[config.mk]
export PLATFORM = sky130hd
export DESIGN_NAME = yuv_to_rgb_core
export DESIGN_NICKNAME = d
export VERILOG_FILES = /design/src/rtl/yuv_to_rgb_core.sv
export SDC_FILE = /design/constraint.sdc
export NUM_CORES = 1
export LEC_CHECK = 0
export ABC_AREA = 1
export CAP_MARGIN = 20
export CORE_UTILIZATION = 50
export CTS_CLUSTER_DIAMETER = 100
export DETAILED_ROUTE_END_ITERATION = 12
export PLACE_DENSITY = 0.73
export SYNTH_ARGS = -nofsm -noshare
export SYNTH_HDL_FRONTEND = slang
export SYNTH_SLANG_ARGS = --single-unit
[constraint.sdc]
create_clock -name clk -period 7.1 [get_ports clk]
set_input_delay 1.42 -clock clk [delete_from_list [all_inputs] [get_ports clk]]
set_output_delay 1.42 -clock clk [all_outputs]
set_load 0.03 [all_outputs]
[src/rtl/yuv_to_rgb_core.sv]
// Three-stage BT.601 full-range YCbCr -> RGB converter with Q8 coefficients.
// One pixel may enter per clock; pixel_ready marks each result.
module yuv_to_rgb_core (
   input  logic       clk,
   input  logic       rst_n,
   input  logic       start_conversion,
   input  logic [7:0] y,
   input  logic [7:0] u,
   input  logic [7:0] v,
   output logic [7:0] r,
   output logic [7:0] g,
   output logic [7:0] b,
   output logic       pixel_ready
);

   localparam logic signed [19:0] KRV = 20'sd359;
   localparam logic signed [19:0] KGU = 20'sd88;
   localparam logic signed [19:0] KGV = 20'sd183;
   localparam logic signed [19:0] KBU = 20'sd454;

   // Add half an LSB, then floor-shift out the Q8 fraction.
   function automatic logic signed [19:0] round_q8(input logic signed [19:0] x);
      return (x + 20'sd128) >>> 8;
   endfunction

   function automatic logic [7:0] sat_u8(input logic signed [19:0] x);
      if (x < 20'sd0)
         return 8'h00;
      else if (x > 20'sd255)
         return 8'hFF;
      else
         return x[7:0];
   endfunction

   logic                vld_p1_q, vld_p2_q, vld_p3_q;
   logic [7:0]          y_p1_q, y_p2_q;
   logic signed [8:0]   du_p1_d, dv_p1_d, du_p1_q, dv_p1_q;
   logic signed [19:0]  du_w, dv_w;
   logic signed [19:0]  prv_p2_d, pgu_p2_d, pgv_p2_d, pbu_p2_d;
   logic signed [19:0]  prv_p2_q, pgu_p2_q, pgv_p2_q, pbu_p2_q;
   logic signed [19:0]  y_s, r_s, g_s, b_s;
   logic [7:0]          r_p3_d, g_p3_d, b_p3_d;
   logic [7:0]          r_p3_q, g_p3_q, b_p3_q;

   always_comb begin
      du_p1_d  = signed'({1'b0, u}) - 9'sd128;
      dv_p1_d  = signed'({1'b0, v}) - 9'sd128;
      du_w     = signed'({{11{du_p1_q[8]}}, du_p1_q});
      dv_w     = signed'({{11{dv_p1_q[8]}}, dv_p1_q});
      prv_p2_d = KRV * dv_w;
      pgu_p2_d = KGU * du_w;
      pgv_p2_d = KGV * dv_w;
      pbu_p2_d = KBU * du_w;
      y_s      = signed'({12'd0, y_p2_q});
      r_s      = y_s + round_q8(prv_p2_q);
      g_s      = y_s + round_q8(-pgu_p2_q - pgv_p2_q);
      b_s      = y_s + round_q8(pbu_p2_q);
      r_p3_d   = sat_u8(r_s);
      g_p3_d   = sat_u8(g_s);
      b_p3_d   = sat_u8(b_s);
   end

   always_ff @(posedge clk or negedge rst_n) begin
      if (!rst_n) begin
         vld_p1_q <= 1'b0;
         vld_p2_q <= 1'b0;
         vld_p3_q <= 1'b0;
         y_p1_q   <= '0;
         du_p1_q  <= '0;
         dv_p1_q  <= '0;
         y_p2_q   <= '0;
         prv_p2_q <= '0;
         pgu_p2_q <= '0;
         pgv_p2_q <= '0;
         pbu_p2_q <= '0;
         r_p3_q   <= '0;
         g_p3_q   <= '0;
         b_p3_q   <= '0;
      end else begin
         // Stage 1: capture luma and centred chroma
         vld_p1_q <= start_conversion;
         if (start_conversion) begin
            y_p1_q  <= y;
            du_p1_q <= du_p1_d;
            dv_p1_q <= dv_p1_d;
         end
         // Stage 2: coefficient products
         vld_p2_q <= vld_p1_q;
         if (vld_p1_q) begin
            y_p2_q   <= y_p1_q;
            prv_p2_q <= prv_p2_d;
            pgu_p2_q <= pgu_p2_d;
            pgv_p2_q <= pgv_p2_d;
            pbu_p2_q <= pbu_p2_d;
         end
         // Stage 3: sum, round, clamp; outputs hold between results
         vld_p3_q <= vld_p2_q;
         if (vld_p2_q) begin
            r_p3_q <= r_p3_d;
            g_p3_q <= g_p3_d;
            b_p3_q <= b_p3_d;
         end
      end
   end

   assign r           = r_p3_q;
   assign g           = g_p3_q;
   assign b           = b_p3_q;
   assign pixel_ready = vld_p3_q;

endmodule

**Yosys cells after proc, flatten, opt, wreduce, memory -nomap -nowiden**

Cells that the tools add are included.

- Register bits: 137
- Bits of input ports: 27
- Output and inout bits: 25

- Add/sub/neg operators: 10
- $mul: 4
- Order comparisons: 6
- Mux-type cells: 6

Operators by type and width:

| kind | number |
|---|---|
| $add 20x9->20 const B | 3 |
| $mux 8 | 6 |
| $add 9x12->13 | 3 |
| $gt 13x9->1 const B | 3 |
| $lt 13x1->1 const B | 3 |
| $mul 9x9->18 const A | 2 |
| $neg 20->20 | 1 |
| $sub 20x20->20 | 1 |
| $mul 10x9->19 const A | 1 |
| $sub 8x8->9 const B | 2 |
| $mul 5x9->14 const A | 1 |

**Longest topological paths before layout**

Gate-level depths: netlist (run 1).

- Word-level depth: 7
- Gate-level depth with buffers: 26
- Gate-level depth less buffers: 26

**Least setup slack after synthesis (run 1)**

Ideal clock, no wire load.

- Kind: register to register
- Start: register dv_p1_q[7]
- End: register pgv_p2_q[18]
- Setup time: 83 ps
- Data arrival time: 4,401 ps
- Required time: 7,017 ps
- Setup slack: 2,616 ps
- Cell stages (with the launch flop): 18
- Buffers on the path: 0
- Cell sequence: dfrtp_1 inv_1 ha_1 ha_1 inv_1 fa_1 fa_1 inv_1 fa_1 ha_1 inv_1 o21ai_0 a31oi_1 o21ai_0 a21boi_0 o21bai_1 xor2_1 o21ai_0

- Longest elaborated chain between the ends: 1

RTL lines:

| element | RTL line | source |
|---|---|---|
| start: declaration | 37 | `logic signed [8:0] du_p1_d, dv_p1_d, du_p1_q, dv_p1_q;` |
| start signal: assignment | 85 | `dv_p1_q <= dv_p1_d;` |
| $mul 9x9->18 | 52 | `pgv_p2_d = KGV * dv_w;` |
| end signal: assignment | 93 | `pgv_p2_q <= pgv_p2_d;` |
| end: declaration | 40 | `logic signed [19:0] prv_p2_q, pgu_p2_q, pgv_p2_q, pbu_p2_q;` |

Every way passes these cells.
A chain may end at the register's enable or synchronous reset.

**Worst setup path in the final report (run 1)**

Same ends and word-level chain as after synthesis.

==> results of run 1 <==
[metrics by stage]
stage / cells / worst slack (ns) / cell area [sq um] / util
after floorplan: 1527 / 2.62 / 12100 / -
after global placement: 1879 / 2.13 / 13000 / 0.549
after detailed placement: 1879 / 1.99 / 13000 / 0.549
after CTS: 1911 / 1.96 / 13600 / 0.576
after global routing: 1912 / 1.57 / 13600 / 0.577
final: 1912 / 1.97 / 13600 / 0.577
[cell families after synthesis]
kind of cell | after synthesis | share of synthesized area
compound gates | 211 | 0.0964
xor+xnor | 75 | 0.0555
fa+ha+maj | 278 | 0.325
buf+inv | 294 | 0.0913
flops | 115 | 0.238
simple gates | 554 | 0.194
[metal layers]
| metal | GRT usage | vias up |
|---|---|---|
| met5 | 0 | - |
| met4 | 0.0740 | 0 |
| met3 | 0.0287 | 33 |
| met2 | 0.388 | 185 |
| met1 | 0.306 | 4534 |
| li1 | - | 4984 |
[area by class of cell]
cell class / instances / area [sq um] / area share
flip-flops and latches: 115 / 2880 / 0.211
inverters: 273 / 1020 / 0.0752
multi-input cells: 1118 / 8120 / 0.596
clock inverters: 13 / 206 / 0.0152
clock buffers: 19 / 443 / 0.0325
repair buffers: 55 / 551 / 0.0404
well taps: 319 / 399 / 0.0293
[state kept, by name, summed over array words and instances, names as in the netlist]
signal,flops
b,8
vld_p1_q,1
pgu_p2_q,11
y_p2_q,8
vld_p2_q,1
y_p1_q,8
dv_p1_q,8
r,8
pbu_p2_q,15
du_p1_q,8
prv_p2_q,16
pixel_ready,1
g,8
pgv_p2_q,14
[path summary, 6_finish.rpt]
check / endpoint / slack (ns) / cells after the start
worst max-delay path: pgv_p2_q[18]$_DFFE_PN0P_ / 1.97 / 17
min in group asynchronous: b[6]$_DFFE_PN0P_ / 1.04 / 1
worst max register to register: pgv_p2_q[18]$_DFFE_PN0P_ / 1.97 / 17
worst min-delay path: pixel_ready$_DFF_PN0_ / 0.38 / 0
max in group asynchronous: vld_p1_q$_DFF_PN0_ / 4.74 / 2
worst min register to register: pixel_ready$_DFF_PN0_ / 0.38 / 0
[placed cells by master (no fill, tap or decap), types with 4 or more instances in the layout]
| cell type | n |
|---|---|
| nand2_1 | 380 |
| inv_1 | 266 |
| ha_1 | 217 |
| dfrtp_1 | 114 |
| o21ai_0 | 94 |
| a21oi_1 | 69 |
| fa_1 | 61 |
| nor2_1 | 58 |
| nand3_1 | 52 |
| xor2_1 | 50 |
| clkdlybuf4s50_1 | 50 |
| xnor2_1 | 23 |
| clkbuf_16 | 17 |
| nand4_1 | 11 |
| o21ai_1 | 11 |
| nor3_1 | 10 |
| or2_2 | 9 |
| a31oi_1 | 8 |
| nand3_2 | 7 |
| nor2_2 | 7 |
| o21bai_1 | 7 |
| nand2_2 | 6 |
| inv_2 | 6 |
| bufinv_16 | 5 |
| a21o_1 | 4 |
| buf_4 | 4 |
[synth_stat cells, types with 2 or more instances]
cell type / number / share of area
and3_1: 2 / 0.0010
a31oi_1: 8 / 0.0041
nor4_1: 2 / 0.0010
o21bai_1: 7 / 0.0043
dfrtp_1: 115 / 0.24
nand2_2: 6 / 0.0031
nor2_2: 7 / 0.0036
nor3_1: 10 / 0.0041
a21oi_1: 69 / 0.029
or2_2: 9 / 0.0047
nor2_1: 58 / 0.018
nand3b_1: 2 / 0.0012
nand4_1: 11 / 0.0057
clkinv_1: 2 / 0.00062
o21ai_0: 94 / 0.039
inv_2: 5 / 0.0016
ha_1: 217 / 0.22
nand2_1: 380 / 0.12
o21ai_1: 11 / 0.0045
xnor2_1: 23 / 0.017
clkbuf_1: 20 / 0.0062
a211oi_1: 3 / 0.0019
fa_1: 61 / 0.10
o211ai_1: 2 / 0.0012
a21o_1: 4 / 0.0025
o22ai_1: 2 / 0.0010
o31ai_1: 2 / 0.0012
nand3_1: 52 / 0.021
nand3_2: 7 / 0.0058
inv_1: 266 / 0.082
a31oi_4: 2 / 0.0035
xor2_1: 50 / 0.036
nand2_4: 2 / 0.0019
[where the power goes]
part	internal, mW	leakage [nW]	switching [mW]	total (mW)
logic	1.83	5.64	2.82	4.65
registers	0.871	1.41	0.173	1.04
clock network	0.632	0.313	0.326	0.958
==> impl_results.rst, run 1 <==
.. list-table::
   :header-rows: 1

   * - Metric
     - Value
   * - Number of flops mapped to enable cells by yosys
     - 0
   * - Setup TNS
     - 0 ns
   * - Flop and latch count out of synthesis
     - between 100 and 150
   * - Number of diodes added for antenna fixing
     - 0
   * - Layout Nets
     - ~1.9k
   * - Final weighted congestion of routability-driven global placement
     - about 0.88
   * - Routed WL
     - ~26000 um
   * - TritonCTS clock tree
     - yes
   * - Cell family with the largest share of critical-path delay
     - adder cells
   * - First-pass GRT wire length
     - around 45000 um
   * - Number of setup buffers added after CTS
     - 0
   * - Residual overflow from global routing
     - 0
   * - Maximum Capacitance Violations
     - 0
   * - Cell area after technology mapping
     - approximately 12000 sq um
   * - YS warnings
     - 0
   * - Met3 Wirelength
     - 883 um
   * - Most repeated library cell on the critical path
     - inv_1
   * - Die X-Extent
     - 158 um
   * - Later-pin clock latency in the skew report
     - 0.42 ns
   * - Ratio of cells with drive above 1 in the final layout
     - 0.0515
   * - Floorplan Core Area
     - about 24000 sq um
   * - Clock-pin slew reported for the worst setup and hold paths after clock tree synthesis
     - roughly 0.06 ns
   * - Ys async rst share
     - 1.00
   * - Worst setup path category
     - reg2reg
   * - Fraction of the cycle the final worst path needs
     - 0.723
   * - Number of buffer and inverter instances along the worst setup path
     - 4
   * - Number of instances in the synthesized netlist
     - between 1.5k and 2k
   * - Peak supply drop
     - roughly 300 uV
   * - Actual slew at the worst max-slew pin
     - about 0.8 ns
   * - Worst min-delay path startpoint
     - vld_p2_q$_DFF_PN0_
   * - Routed wire length on met2
     - 12300 um
   * - Vias/cell
     - approximately 5.1
   * - Die Outline Area
     - between 20000 and 25000 sq um
   * - Max Root-Sink Buffers
     - 2
   * - Kind of start point of the critical path
     - flop
   * - Average detailed-routed wire length per instance
     - between 10 and 15 um
   * - Final Hold Vio Count
     - 0
   * - Setup repair after global routing missed its margin
     - false
   * - Worst rel slew slack
     - 0.464
   * - Highest-delay cell along the critical path
     - dfrtp_1
   * - First DRT Iteration DRCs
     - around 540
   * - Outcome
     - finished, final reports clean
   * - Number of fill cells
     - 2199
   * - Maximum clock frequency
     - 195 MHz
   * - Largest net degree at the start of global routing
     - between 70 and 80
   * - Delay of the slowest critical-path stage
     - just under 0.8 ns
   * - Leading register cell type out of synthesis
     - dfrtp_1
   * - CTS Buf Count
     - 17
   * - Number of gates resized after CTS
     - 0
   * - Floorplan row count
     - 56
   * - TritonRoute pass-1 iters
     - 6
   * - Final setup violation count
     - 0
   * - Worst setup path startpoint
     - dv_p1_q[7]$_DFFE_PN0P_
   * - Vias after detailed routing
     - 9736
   * - Clock period minus worst slack
     - between 5 and 6 ns
   * - Required time of the worst setup path
     - around 7.4 ns
   * - Total clock sinks
     - roughly 120
   * - Worst clock skew
     - between 0.006 and 0.007 ns
   * - Total track usage
     - 0.230
   * - Post-Route Hold Slack
     - roughly 0.38 ns
   * - Syn avg cell area
     - 7.93 sq um
   * - Number of placed I/O pins
     - 52
   * - Startpoint of the worst register-to-register path
     - dv_p1_q[7]$_DFFE_PN0P_
   * - Crit path arrival time
     - ~5.5 ns
   * - Top metal layer carrying routed signals
     - met4
   * - Crit path max fanout
     - 16
   * - Chip height
     - between 150 and 200 um
   * - CTS hold repair buffers
     - 0
   * - H-tree levels
     - 4
   * - Power density over the cells
     - between 400 and 500 nW/um^2
   * - Vias in the first global route
     - 9554
   * - Dpl hpwl
     - ~21000 um
   * - Count of final max-slew check failures
     - 0
   * - Post-synth net total
     - ~1.8k
   * - Area growth from synthesis to final layout
     - 12.6%
   * - DRC
     - 0
   * - Number of input and output port buffers inserted
     - 51
   * - LEAKAGE
     - around 7.4 nW
   * - Cell variety after synth
     - 49
   * - Total power consumption of the routed design
     - between 6 and 7 mW
   * - Fraction of the yosys area taken by sequential cells
     - 0.238
   * - Worst Setup End Kind
     - flop
   * - WL met1
     - between 10000 and 15000 um
   * - Effective utilization at floorplan
     - 0.513
   * - Worst min path class
     - reg2reg
   * - Library cell used as clock root buffer
     - clkbuf_16
   * - Number of antenna violations at the first check in global routing
     - 0
   * - Remaining number of nets flagged by the antenna check after routing
     - 0
   * - Cell-by-cell listing of the critical path
     - inv_1, ha_1, ha_1, inv_1, fa_1, fa_1, inv_1, fa_1, ha_1, inv_1, o21ai_0, a31oi_1, o21ai_0, a21boi_0, o21bai_1, xor2_1, o21ai_0
No activity file was read; power rests on OpenSTA's default activity.
==> inputs of run 2 (changes only) <==
- clock period: 7.1 -> 4.85 ns (I/O delays scaled with it)
==> impl_results.rst, run 2 (synthesized netlist as in run 1, its figures left out) <==
.. list-table::
   :header-rows: 1

   * - Metric
     - Value
   * - Outcome
     - finished, final reports clean (unchanged)
   * - Registers with the most flip-flops
     - prv_p2_q x16, pbu_p2_q x15, pgv_p2_q x14 (unchanged)
   * - Number of diodes added for antenna fixing
     - 0 (unchanged)
   * - Worst Setup End Kind
     - flop (unchanged)
   * - Clock-pin slew reported for the worst setup and hold paths after clock tree synthesis
     - 0.06 ns (about the same)
   * - Peak supply drop
     - 514 uV (was 293 uV)
   * - Flip-flop count of the largest register after layout
     - 16 (unchanged)
   * - Reg with most FFs
     - prv_p2_q (unchanged)
   * - Clock period minus worst slack
     - 4.56 ns (was 5.13 ns)
   * - Chip height
     - 158 um (unchanged)
   * - DRC
     - 0 (unchanged)
   * - Startpoint of the worst register-to-register path
     - du_p1_q[2]$_DFFE_PN0P_ (was dv_p1_q[7]$_DFFE_PN0P_)
   * - CTS Buf Count
     - 17 (unchanged)
   * - Later-pin clock latency in the skew report
     - 0.42 ns (about the same)
   * - Ratio of cells with drive above 1 in the final layout
     - 0.0551 (was 0.0515)
   * - TritonRoute pass-1 iters
     - 5 (was 6)
   * - Count of final max-slew check failures
     - 0 (unchanged)
   * - Min-Delay Path Depth
     - 0 (unchanged)
   * - Floorplan row count
     - 56 (unchanged)
   * - Setup repair after global routing missed its margin
     - false (unchanged)
   * - Maximum Capacitance Violations
     - 0 (unchanged)
   * - Vias in the first global route
     - 9668 (was 9554)
   * - Worst clock skew
     - 0.00685 ns (was 0.00647 ns)
   * - Post-Route Hold Slack
     - 0.378 ns (about the same)
   * - Worst min path class
     - reg2reg (unchanged)
   * - Layout Nets
     - 1889 (was 1885)
   * - TritonCTS clock tree
     - yes (unchanged)
   * - First DRT Iteration DRCs
     - 508 (was 536)
   * - Critical R2R Capture
     - pbu_p2_q[18]$_DFFE_PN0P_ (was pgv_p2_q[18]$_DFFE_PN0P_)
   * - Reg2Reg Depth
     - 19 (was 17)
   * - Kind of start point of the critical path
     - flop (unchanged)
   * - Final Hold Vio Count
     - 0 (unchanged)
   * - Largest net degree at the start of global routing
     - 71 (unchanged)
   * - Highest-count cells in the layout ignoring fill and taps
     - nand2_1 (380), inv_1 (266), ha_1 (217) (unchanged)
   * - Routed WL
     - 26700 um (was 26200 um)
   * - Vias after detailed routing
     - 9623 (was 9736)
   * - Total track usage
     - 0.234 (was 0.230)
   * - Average detailed-routed wire length per instance
     - 13.9 um (was 13.7 um)
   * - Most frequent standard cell in the layout excluding fill and tap cells
     - nand2_1 (unchanged)
   * - Fraction of the cycle the final worst path needs
     - 0.940 (was 0.723)
   * - Maximum clock frequency
     - 219 MHz (was 195 MHz)
   * - Setup TNS
     - 0 ns (unchanged)
   * - Hold EP
     - pixel_ready$_DFF_PN0_ (unchanged)
   * - H-tree levels
     - 4 (unchanged)
   * - Die Outline Area
     - 24800 sq um (unchanged)
   * - Flop2flop setup slack
     - 0.29 ns (was 1.97 ns)
   * - Required time of the worst setup path
     - 5.13 ns (was 7.43 ns)
   * - Actual slew at the worst max-slew pin
     - 0.801 ns (about the same)
   * - Final setup violation count
     - 0 (unchanged)
   * - LEAKAGE
     - 7.34 nW (was 7.36 nW)
   * - Die X-Extent
     - 158 um (unchanged)
   * - Placed instance count
     - 1883 (was 1879)
   * - Worst min-delay path startpoint
     - vld_p2_q$_DFF_PN0_ (unchanged)
   * - Dpl hpwl
     - 21300 um (was 20800 um)
   * - Vias/cell
     - 5.02 (was 5.09)
   * - Crit path max fanout
     - 7 (was 16)
   * - Residual overflow from global routing
     - 0 (unchanged)
   * - Worst rel slew slack
     - 0.466 (was 0.464)
   * - Total power consumption of the routed design
     - 9.64 mW (was 6.66 mW)
   * - Final cell count without fillers
     - 1916 (was 1912)
   * - Number of placed I/O pins
     - 52 (unchanged)
   * - Remaining number of nets flagged by the antenna check after routing
     - 0 (unchanged)
   * - Number of input and output port buffers inserted
     - 51 (unchanged)
   * - Final weighted congestion of routability-driven global placement
     - 0.925 (was 0.883)
   * - Max Root-Sink Buffers
     - 2 (unchanged)
   * - Effective utilization at floorplan
     - 0.513 (unchanged)
   * - First-pass GRT wire length
     - 45900 um (was 45300 um)
   * - Crit path arrival time
     - 4.84 ns (was 5.46 ns)
   * - Floorplan Core Area
     - 23600 sq um (unchanged)
   * - Number of setup buffers added after CTS
     - 0 (unchanged)
   * - Worst setup path category
     - reg2reg (unchanged)
   * - Area growth from synthesis to final layout
     - 12.2% (was 12.6%)
   * - Number of antenna violations at the first check in global routing
     - 0 (unchanged)
   * - Total clock sinks
     - 115 (unchanged)
   * - Power density over the cells
     - 710 nW/um^2 (was 489 nW/um^2)
   * - Library cell used as clock root buffer
     - clkbuf_16 (unchanged)
[run 2: per-stage QoR]
stage	util	setup slack, ns	area (sq um)
2_1_floorplan	-	0.366	12100
3_3_place_gp	0.550	0.363	13000
3_5_place_dp	0.550	0.229	13000
4_1_cts	0.574	0.203	13600
5_1_grt	0.575	0.0252	13600
6_report	0.575	0.292	13600
[run 2: worst max-delay path, stage by stage (launching register included)]
cell and delay, ns:
dfrtp_1 0.50, fa_1 0.47, ha_1 0.29, inv_1 0.05, fa_1 0.46, fa_1 0.43
inv_1 0.08, fa_1 0.43, ha_1 0.33, inv_1 0.08, o21ai_0 0.14, a21oi_1 0.23
o21ai_0 0.14, nand2_1 0.08, inv_1 0.05, o21ai_0 0.16, nand2_1 0.08, or2_2 0.27
nand3_1 0.06, o21ai_0 0.09
[run 2: layer usage]
metal	vias up	track usage	wire, um
li1	5001	-	-
met1	4418	0.309	12900
met2	154	0.393	12200
met3	50	0.0296	790
met4	0	0.0878	804
met5	-	0	0
[run 2: power breakdown]
| group | internal [mW] | switching (mW) | leakage, nW |
|---|---|---|---|
| logic | 2.71 | 4.17 | 5.66 |
| registers | 1.27 | 0.244 | 1.40 |
| clock network | 0.718 | 0.516 | 0.270 |
| total | 4.70 | 4.93 | 7.34 |
[run 2: what timing repair did]
item	4_1_cts	5_1_grt
endpoints found under the setup margin	0	3
gates resized for setup	0	3
hold buffers	0	0
[run 2: how the worst max path moves through the flow]
stage	start	endpoint	slack (ns)	depth (start not counted)
after global routing	du_p1_q[2]$_DFFE_PN0P_	pbu_p2_q[18]$_DFFE_PN0P_	0.03	19
after detailed placement	dv_p1_q[5]$_DFFE_PN0P_	pgv_p2_q[18]$_DFFE_PN0P_	0.23	16
final	du_p1_q[2]$_DFFE_PN0P_	pbu_p2_q[18]$_DFFE_PN0P_	0.29	19
after floorplan	dv_p1_q[7]$_DFFE_PN0P_	pgv_p2_q[18]$_DFFE_PN0P_	0.37	17
after CTS	dv_p1_q[5]$_DFFE_PN0P_	pgv_p2_q[18]$_DFFE_PN0P_	0.20	16
after global placement	dv_p1_q[5]$_DFFE_PN0P_	pgv_p2_q[18]$_DFFE_PN0P_	0.36	16
[run 2: cell type report]
cell class | instances | area, sq um
Sequential cell | 115 | 2880
Multi-Input combinational cell | 1118 | 8120
Timing Repair Buffer | 59 | 581
Clock inverter | 15 | 150
Clock buffer | 17 | 425
Inverter | 273 | 1020
Fill cell | 2194 | 10000
Tap cell | 319 | 399
==> inputs of run 3 (changes only) <==
- SKIP_CTS_REPAIR_TIMING: default -> 1
==> results of run 3 <==
No change in the layout: final DEF, timing and power equal those of run 2.
